`src/rtl/input_scan_ctrl.sv`:
```
// 4x4 keypad scanner: walks one-hot-low row drive, debounces whole-matrix frames,
// and hands single-key press events to a consumer through a valid/ack handshake.
//
// state   | meaning
// --------+---------------------------------------------------
// ST_IDLE | no press event pending, o_valid=0
// ST_PEND | press event held in o_code until acknowledged
module input_scan_ctrl #(
  parameter int SCAN_DIV = 1000,
  parameter int DEBOUNCE = 4
) (
  input  logic        i_clk,
  input  logic        i_rst,
  input  logic [3:0]  i_h,
  output logic [3:0]  o_v,
  input  logic        i_ack,
  output logic [15:0] o_key,
  output logic [3:0]  o_code,
  output logic        o_valid,
  output logic        o_overrun
);

  localparam logic [15:0] DIV_TC = 16'(SCAN_DIV - 1);
  localparam logic [3:0]  DEB    = 4'(DEBOUNCE);

  typedef enum logic {ST_IDLE, ST_PEND} state_t;

  logic [1:0]  r_row;
  logic [15:0] r_div;
  logic [3:0]  r_v;
  logic [15:0] r_frame;
  logic        r_frame_done;
  logic [15:0] r_prev;
  logic [3:0]  r_stable;
  logic [15:0] r_key;
  state_t      r_state;
  logic [3:0]  r_code;
  logic        r_overrun;

  logic [1:0]  w_row_nxt;
  logic        w_same;
  logic [3:0]  w_stable_nxt;
  logic        w_commit;
  logic        w_event;
  logic [3:0]  w_idx;
  state_t      w_state_nxt;
  logic [3:0]  w_code_nxt;
  logic        w_overrun_nxt;

  assign w_row_nxt = r_row + 2'd1;

  always_ff @(posedge i_clk) begin
    if (i_rst) begin
      r_row        <= 2'd0;
      r_div        <= 16'd0;
      r_v          <= 4'b1110;
      r_frame      <= 16'h0000;
      r_frame_done <= 1'b0;
    end else begin
      r_frame_done <= 1'b0;
      if (r_div == DIV_TC) begin
        r_div                       <= 16'd0;
        r_row                       <= w_row_nxt;
        r_v                         <= ~(4'b0001 << w_row_nxt);
        r_frame[{r_row, 2'b00} +: 4] <= ~i_h;
        r_frame_done                <= (r_row == 2'd3);
      end else begin
        r_div <= r_div + 16'd1;
      end
    end
  end

  // A frame only commits once it has repeated DEBOUNCE times in a row.
  assign w_same       = (r_frame == r_prev);
  assign w_stable_nxt = !w_same ? 4'd1 :
                        (r_stable >= DEB) ? DEB : r_stable + 4'd1;
  assign w_commit     = r_frame_done && (w_stable_nxt == DEB) && (r_frame != r_key);
  assign w_event      = w_commit && $onehot(r_frame) && ((r_frame & ~r_key) != 16'h0000);

  always_comb begin
    w_idx = 4'd0;
    for (int i = 0; i < 16; i++) begin
      if (r_frame[i]) w_idx = 4'(i);
    end
  end

  always_ff @(posedge i_clk) begin
    if (i_rst) begin
      r_prev   <= 16'h0000;
      r_stable <= 4'd0;
      r_key    <= 16'h0000;
    end else if (r_frame_done) begin
      if (!w_same) r_prev <= r_frame;
      r_stable <= w_stable_nxt;
      if (w_commit) r_key <= r_frame;
    end
  end

  always_ff @(posedge i_clk) begin
    if (i_rst) begin
      r_state   <= ST_IDLE;
      r_code    <= 4'd0;
      r_overrun <= 1'b0;
    end else begin
      r_state   <= w_state_nxt;
      r_code    <= w_code_nxt;
      r_overrun <= w_overrun_nxt;
    end
  end

  // A fresh event beats a coincident ack; an unacked event in PEND is dropped.
  always_comb begin
    w_state_nxt   = r_state;
    w_code_nxt    = r_code;
    w_overrun_nxt = r_overrun;
    case (r_state)
      ST_IDLE: begin
        if (w_event) begin
          w_state_nxt = ST_PEND;
          w_code_nxt  = w_idx;
        end
      end
      ST_PEND: begin
        if (w_event) begin
          if (i_ack) w_code_nxt    = w_idx;
          else       w_overrun_nxt = 1'b1;
        end else if (i_ack) begin
          w_state_nxt = ST_IDLE;
        end
      end
      default: w_state_nxt = ST_IDLE;
    endcase
  end

  assign o_v       = r_v;
  assign o_key     = r_key;
  assign o_code    = r_code;
  assign o_valid   = (r_state == ST_PEND);
  assign o_overrun = r_overrun;

endmodule

```
`config.mk`:
```
export PLATFORM = sky130hd
export DESIGN_NAME = input_scan_ctrl
export DESIGN_NICKNAME = d
export VERILOG_FILES = /design/src/rtl/input_scan_ctrl.sv
export SDC_FILE = /design/constraint.sdc
export NUM_CORES = 1
export LEC_CHECK = 0
export CAP_MARGIN = 20
export CORE_UTILIZATION = 45
export CTS_CLUSTER_SIZE = 25
export DETAILED_ROUTE_END_ITERATION = 8
export GPL_TIMING_DRIVEN = 0
export HOLD_SLACK_MARGIN = 0.05
export PLACE_DENSITY = 0.62
export SLEW_MARGIN = 30
export SYNTH_ARGS = -nofsm -noshare
export SYNTH_HDL_FRONTEND = slang
export SYNTH_SLANG_ARGS = --single-unit
```
`constraint.sdc`:
```
create_clock -name i_clk -period 4.95 [get_ports i_clk]
set_clock_uncertainty 0.2 [all_clocks]
set_input_delay 1.2375 -clock i_clk [delete_from_list [all_inputs] [get_ports i_clk]]
set_output_delay 1.2375 -clock i_clk [all_outputs]
set_load 0.03 [all_outputs]
```
* Word level (Yosys, flattened, before mapping)
Index checks and enable logic that the tools add are counted.
** Storage, ports and cells
- Bits in registers :: 81
- Output and inout bits :: 26
- Logic and storage cells :: 88
** Operators by class
- Add/sub/neg operators :: 19
- Magnitude comparators :: 1
- Eq/ne operators :: 9
- Shifts and indexed selects :: 3
- Multiplexer cells :: 26
- Bitwise operators :: 8
- Reduce and logical (&&, ||, !) cells :: 11
** Operators by type and width (count)
- 2-to-1 mux 4 bit :: 19
- adder 1 x 1 -> 2 bit :: 8
- adder 16 x 1 -> 16 bit, second input constant :: 1
- bitwise AND 16 bit :: 1
- bitwise mux 16 bit :: 1
- == test 16 x 10 -> 1 bit, second input constant :: 1
- == test 16 bit :: 1
- != test 16 bit :: 1
- NOT 16 bit :: 1
- nonzero test 16 bit :: 1
- variable shift 4 x 6 -> 16 bit, first input constant :: 1
- indexed part select 4 x 6 -> 16 bit :: 1
- adder 2 x 2 -> 3 bit :: 4
- adder 3 x 3 -> 4 bit :: 2
- NOT 4 bit :: 2
- case mux 4 bit (2 select lines) :: 1
- negation 4 -> 6 bit :: 1
- AND reduction 3 bit :: 2
- adder 4 x 4 -> 5 bit :: 1
- == test 5 x 1 -> 1 bit, second input constant :: 1
- adder 4 x 1 -> 4 bit, second input constant :: 1
- == test 4 x 3 -> 1 bit, second input constant :: 1
- >= comparator 4 x 3 -> 1 bit, second input constant :: 1
- logical AND 1 bit :: 4
- other kinds (10) :: 19

* Logic depth before layout (Yosys ltp)
- Depth after elaboration :: 18
- Gate-level depth with buffers :: 16
- Mapped depth without buffers :: 15

* Least setup slack after synthesis
Ideal clock, no wire load.
- Path type :: reg2reg
- From :: register r_frame[9]
- To :: register r_code[1] (netlist: o_code[1])
- Library setup time :: 116 ps
- Arrival time :: 4249 ps
- Path slack :: 385 ps
- Stages on the path, launching flop included :: 16
- Buffers on the path :: 1
- Path through :: dfxtp_1 clkbuf_1 inv_1 fa_1 inv_1 fa_1 fa_1 inv_1 fa_1 inv_1 ha_1 fa_1 nor4b_1 o2111a_1 nand4_1 o211a_1
** Between the ends
- Longest elaborated chain between the ends :: 10
** Ends and longest elaborated chain
- start, declared :: line 31 : logic [15:0] r_frame;
- start signal, assigned by index :: line 65 : r_frame[{r_row, 2'b00} +: 4] <= ~i_h;
- branches (longest 10 deep; another with adder 4 x 4 -> 5 bit)
- end signal, assigned :: line 106 : r_code <= w_code_nxt;
- end, declared :: line 37 : logic [3:0] r_code;
Parallel ways; which one is timed is not known. The select of a mux whose other input is x is not followed.
A chain may end at the register's enable or synchronous reset.

* Worst setup path after layout
- From :: register r_frame[3]
- To :: register r_code[3] (netlist: o_code[3])
** Between the ends
- Longest elaborated chain between the ends :: 16
** Ends and longest elaborated chain
- branches (longest 16 deep; another with adder 4 x 4 -> 5 bit)
Parallel ways; which one is timed is not known. The select of a mux whose other input is x is not followed.

==> results.yml <==
yosys:
  yosysWarnings: 0
  synthesis.nets: 528
  synthCells: 482
  syn_area_per_cell_sq_um: 8.89
  async_reset_ff_share_pct: 0
  ys_ff_latch: 81
  synth_top_flop_cell: "dfxtp_1"
  synth_edf_count: 0
  synthesis.area_sq_um: 4280
  seq_area_frac_synth_pct: 37.9
  synth.distinct_cells: 46
sta:
  worstMarginPinSlew_ns: 0.638
  slew_headroom_pct: 57.5
  setup_viol: 0
  fmax_mhz: 211
  slew_viol_final: 0
  hold_ws_ns: 0.252
  finalSetupTns_ns: 0
  hold_viol: 0
  rsz0062_at_grt: "false"
  finalCriticalPeriod_ns: 4.74
  fin_crit_sh_pct: 95.8
worst_hold_path:
  worstHoldPathType: "flop to flop"
  min_delay_path_depth: 1
  hp-start: "r_div[0]"
  whs_endpoint: "r_div[0]"
worst_setup_path:
  critPathRequiredTime_ns: 5.01
  cp_slowest_cell: "dfxtp_1"
  r2r_cells: 12
  cp_cell_sequence: "fa_1 > fa_1 > fa_1 > inv_1 > fa_1 > inv_1 > ha_1 > fa_1 > nor4b_2 > o2111a_2 > nand4_1 > o211a_1"
  cp.depth: 12
  critical_path.most_common_cell: "fa_1"
  crit_fanout: 8
  r2r_slack_ns: 0.21
  criticalPathCategory: "flop to flop"
  rr_endpoint: "o_code[3]"
  critPathBufInv: 2
  r2r_start: "r_frame[3]"
  startpoint_type: "flop"
  cp_slowest_stage_delay_ns: 0.60
  path_delay_family: "adder cells"
  crit_path_end_kind: "flop"
  crit_arrival_ns: 4.80
floorplanning:
  die_h_um: 99.6
  pin_count: 33
  die_w_um: 99.6
  die_area_sq_um: 9910
  start_util_pct: 46.4
  core_area_sq_um: 9240
  placementRows: 35
global_route:
  grt_pass1_wl_um: 16400
  grt_pass1_vias: 3317
  overflow: 0
  grt_max_degree: 17
  antenna_found_initial: 0
  grtUsageTotal_pct: 21.3
placement:
  globalplace.congestion: 0.888
  post-place-cells: 643
  io_buffer_count: 32
  dp_hpwl_um: 7520
cells_and_area:
  drive_above_1_share_pct: 6.97
  num-fill-cells: 884
  nNetsFinal: 572
  num_antenna_cells: 0
  multi_input_area_sq_um: 2370
  fin_util_pct: 54.1
  area_growth_pct: 16.7
  stdcell_count: 660
  regArea_sq_um: 1630
cts:
  clock_latency_ns: 0.36
  clk_pin_slew_ns: 0.09
  clock_path_buffers: 2
  tritoncts: "built"
  htree_levels: 3
  cts-root-buf: "clkbuf_8"
  numCtsBuffers: 9
  cts_sinks: 81
detailed_routing:
  routed_wl_um: 10000
  antenna_left: 0
  dr_total_vias: 3436
  wl_per_cell_um: 15.2
  drt_iter0_drc: 137
  avgViaCountPerCell: 5.21
  drc: 0
  dr.pass1.iters: 4
pwr:
  p_leak_nw: 2.07
  ir_worst_vdd_uv: 130
  total_power_w: 0.00119
  p_per_area_nw_per_um2: 239
outcome:
  status: "finished, final reports clean"
job:
  maxCapViolCount: 0
[flip-flops by register name, indices dropped and copies added, names as in the netlist]
name,flops
o_code,4
o_key,16
o_overrun,1
o_v,4
o_valid,1
r_div,16
r_frame,16
r_frame_done,1
r_prev,16
r_row,2
r_stable,4
[metal layers]
metal / track usage [%] / vias up / share of wire (%)
li1: - / 1733 / -
met1: 27.5 / 1609 / 47
met2: 35.7 / 77 / 48
met3: 3.23 / 17 / 3.2
met4: 8.60 / 0 / 2.4
met5: 0 / - / 0
[cell families after synthesis]
kind of cell	count (synthesis)	share of synthesized area [%]
simple gates	162	19.7
mux	18	4.21
xor+xnor	31	6.34
buf+inv	74	6.92
flops	81	37.9
fa+ha+maj	39	13.1
compound gates	77	11.8
[what timing repair did]
item                       4_1_cts  5_1_grt
hold buffers                     0        0
setup endpoints to repair        5        5
setup buffers                    0        1
pin swaps                        0        3
resized for setup                4        6
[power by group]
group	internal [W]	total [W]	leakage, nW	switching (W)
clock network	0.000242	0.000514	0.0988	0.000272
logic	0.00000853	0.0000250	1.32	0.0000165
registers	0.000652	0.000654	0.655	0.00000155
total	0.000903	0.00119	2.07	0.000290
[worst max path at each step]
stage | slack (ns) | end | from
finish | 0.21 | o_code[3] | r_frame[3]
detailed placement | -0.18 | o_code[1] | r_frame[9]
global route | 0.02 | o_code[1] | r_frame[9]
floorplan | 0.38 | o_code[1] | r_frame[9]
CTS | 0.04 | o_code[3] | r_frame[9]
global placement | -0.14 | o_code[1] | r_frame[9]
[area by class of cell]
type / count / share of cell area (%)
buffer: 29 / 2.63
sequential: 81 / 32.6
clock inverter: 7 / 1.65
inverter: 45 / 3.38
multi-input combinational: 327 / 47.5
clock buffer: 9 / 2.48
tap: 129 / 3.23
timing repair buffer: 33 / 6.56
[stage by stage]
| step | worst slack (ns) | area (sq um) |
|---|---|---|
| floorplan | 0.385 | 4280 |
| global placement | -0.141 | 4760 |
| detailed placement | -0.175 | 4760 |
| CTS | 0.0375 | 4980 |
| global route | 0.0157 | 5000 |
| finish | 0.206 | 5000 |
[placed cells by master (no fill, tap or decap), drive strengths merged, types with 2 or more instances in the layout]
| master | count |
|---|---|
| or3 | 17 |
| nand4 | 15 |
| clkdlybuf4s50 | 32 |
| nand2b | 2 |
| o211a | 4 |
| nand3b | 2 |
| xnor2 | 21 |
| mux2i | 18 |
| clkinvlp | 2 |
| a21o | 16 |
| dfxtp | 81 |
| o41ai | 2 |
| buf | 10 |
| a21oi | 36 |
| and3 | 4 |
| a41o | 3 |
| nor4 | 11 |
| o211ai | 2 |
| clkbuf | 29 |
| nor3 | 4 |
| o21ai | 6 |
| xor2 | 10 |
| or4 | 2 |
| fa | 10 |
| nand2 | 32 |
| nand3 | 23 |
| nor2 | 45 |
| ha | 29 |
| inv | 49 |
[cell usage after synthesis (15+ instances only)]
library cell	n	area (sq um)
a21oi_1	36	180
a21o_1	16	120
or3_1	17	106
nand2_1	28	105
clkbuf_1	21	78.8
inv_1	45	169
nor2_1	45	169
ha_1	29	363
dfxtp_1	81	1620
nand3_1	23	115
xnor2_1	21	184
mux2i_1	18	180
nand4_1	15	93.8
Note: power is estimated with default switching activity, not from simulation.
==> edit, RTL diff (same settings) <==
Put one more register stage on the output `o_overrun`, cleared by the reset. The value now appears one clock later. The other outputs are not delayed to match.
--- a/src/rtl/input_scan_ctrl.sv
+++ b/src/rtl/input_scan_ctrl.sv
@@ -138,3 +138,9 @@
   assign o_valid   = (r_state == ST_PEND);
-  assign o_overrun = r_overrun;
+  always_ff @(posedge i_clk) begin
+    if (i_rst) begin
+      o_overrun <= '0;
+    end else begin
+      o_overrun <= r_overrun;
+    end
+  end
 
Function: same outputs for any inputs over 10 cycles, from zero or initial values and one cycle with i_rst high; that may be too few to reach the edited logic, so the function may still have changed.
==> edit against the unedited design <==
- global-route usage rose by 1.2 points
- wire length increased by 4.8%
- critical path depth rose by 2
- area after synthesis grew 2.5%
- first-iteration DRC count increased by 50%
- design area up 3.1%
- power grew 8.2%
- final cell count up 0.30%
- worst setup slack worse by 0.017 ns
- sequential cell count rose by 1
- largest cell class unchanged
==> edit: results (changes against the unedited design) <==
- Status: finished clean
- Sequential fraction of the synthesis area: 37.39% (-0.47 points)
- Slowest-stage cell, CP: fa_1
- Worst-path fanout max: 7 (-1)
- Dominant delay contributor by cell family on the critical path: adder cells
- Final Cell Area: 5150 um^2 (+3.1%)
- Number of unique standard cell types used by synthesis: 46 (unchanged)
- First-pass iteration count of the detailed router: 5 (+1)
- Total congestion overflow after global routing: 0 (unchanged)
- Total placed instance area: 4872 um^2 (+2.3%)
- Largest net degree at the start of global routing: 15 (-2)
- Antenna violations before repair: 0 (unchanged)
- Minimum setup slack after placement: -0.06473 ns (+0.1105 ns)
- Top-area cell type share of the netlist area: 37.39% (-0.47 points)
- Via count of the first global-routing pass: 3,422 (+3.2%)
- Worst hold path class: flip-flop to flip-flop
- Gate count of the mapped netlist: 484 (+0.41%)
- Worst slack on hold paths: 0.2576 ns (+0.006134 ns)
- Net count of the mapped netlist: 530 (+0.38%)
- Max IR drop VDD: 0.0001214 V (-6.8%)
- Overall global routing resource usage: 22.47% (+1.2 points)
- CTS Buf Count: 9 (unchanged)
- Detailed-route wire length per cell: 15.86 um (+4.5%)
- Deepest clock path buffer count: 2 (unchanged)
- Share of flip-flops with an asynchronous set or reset after synthesis: 0% (unchanged)
- Crit path arrival time: 4.81 ns (about the same)
- Number of violations reported at the end of detailed-routing iteration 0: 206 (+50%)
- Crit path largest cell delay: 0.55 ns (-0.05 ns)
- Clock transition at the register clock pins on the worst setup and hold paths after CTS: 0.08 ns
- Share of post-route cells with drive strength above 1: 6.379% (-0.59 points)
- Half-perimeter wire length of the detailed placement result: 7.757 mm (+3.2%)
- Total leakage power: 2.021 nW (-2.6%)
- Vias: 3,479 (+1.3%)
- Measured slew at the worst slew-check pin: 1.105 ns (+0.4671 ns)
- Cells taking the most area after synthesis: dfxtp_1 37%, ha_1 8.3%, mux2i_1 5.7%
- Post-route insts no fill: 662 (+0.30%)
- Most frequent cells after synthesis: 82 x dfxtp_1, 52 x nor2_1, 46 x inv_1
- Minimum setup slack in the final design: 0.1894 ns (-0.01705 ns)
- Weighted congestion reported at the end of routability-driven placement: 0.8770 (-1.3%)
- Placed instance count: 645 (+0.31%)
- Insertion delay of the later-clocked pin in the worst-skew pair: 0.36 ns (about the same)
- Wire length of the first global-routing pass: 17.34 mm (+6.0%)
- Number of pins with negative max-slew slack in the final report: 0 (unchanged)
- Layout fillers: 867 (-1.9%)
- Final #Nets: 574 (+0.35%)
## edit: cell types whose count changed in the layout (fill, tap and decap cells not counted), moves of 10 or more
cell	delta
nand2b_1	+37
a21oi_1	-26
o21ai_0	+24
nand3_1	-19
nand3b_1	+16
a21o_1	-15
nand2_1	-11
or3_1	-10
## edit: layer usage
metal | wire (um) | track usage, %
met3 | 542 | 4.577
met1 | 5261 | 32.29
met2 | 4579 | 33.72
met5 | 0 | 0
met4 | 118 | 7.023
## edit: report_power, final
group	internal, mW	total, mW	switching (mW)
clock	0.337	0.592	0.255
combinational	0.0154	0.0355	0.0201
sequential	0.661	0.663	0.00197
## edit: final cells by class
type / instances / area share [%]
plain buffers: 19 / 1.458
clock buffers: 10 / 2.478
clock inverters: 6 / 2.235
inverters: 46 / 3.353
multi-input cells: 337 / 49.03
flip-flops and latches: 82 / 31.95
well taps: 129 / 3.134
repair buffers: 33 / 6.365
## edit: logic make-up after synthesis
logic type               count (synthesis)  synth area share (%)
adder cells (fa/ha/maj)                 39                 12.82
XOR/XNOR                                29                 5.785
buffers and inverters                   65                 5.643
multiplexers                            29                 6.725
AND/OR/NAND/NOR                        186                 24.11
AO/OA/AOI/OAI                           54                 7.524
flip-flops                              82                 37.39
## edit: repair_timing
item,CTS,global route
buffers inserted,0,1
pin swaps,0,1
gates cloned,0,0
endpoints found under the setup margin,4,4
gates resized for setup,2,3
## edit: path summary, 6_finish.rpt
check	start	end	cells past startpoint
worst max-delay path	r_frame[5]	o_code[1]	14
worst min-delay path	r_overrun	o_overrun	2
worst max register to register	r_frame[5]	o_code[1]	14
worst min register to register	r_overrun	o_overrun	2
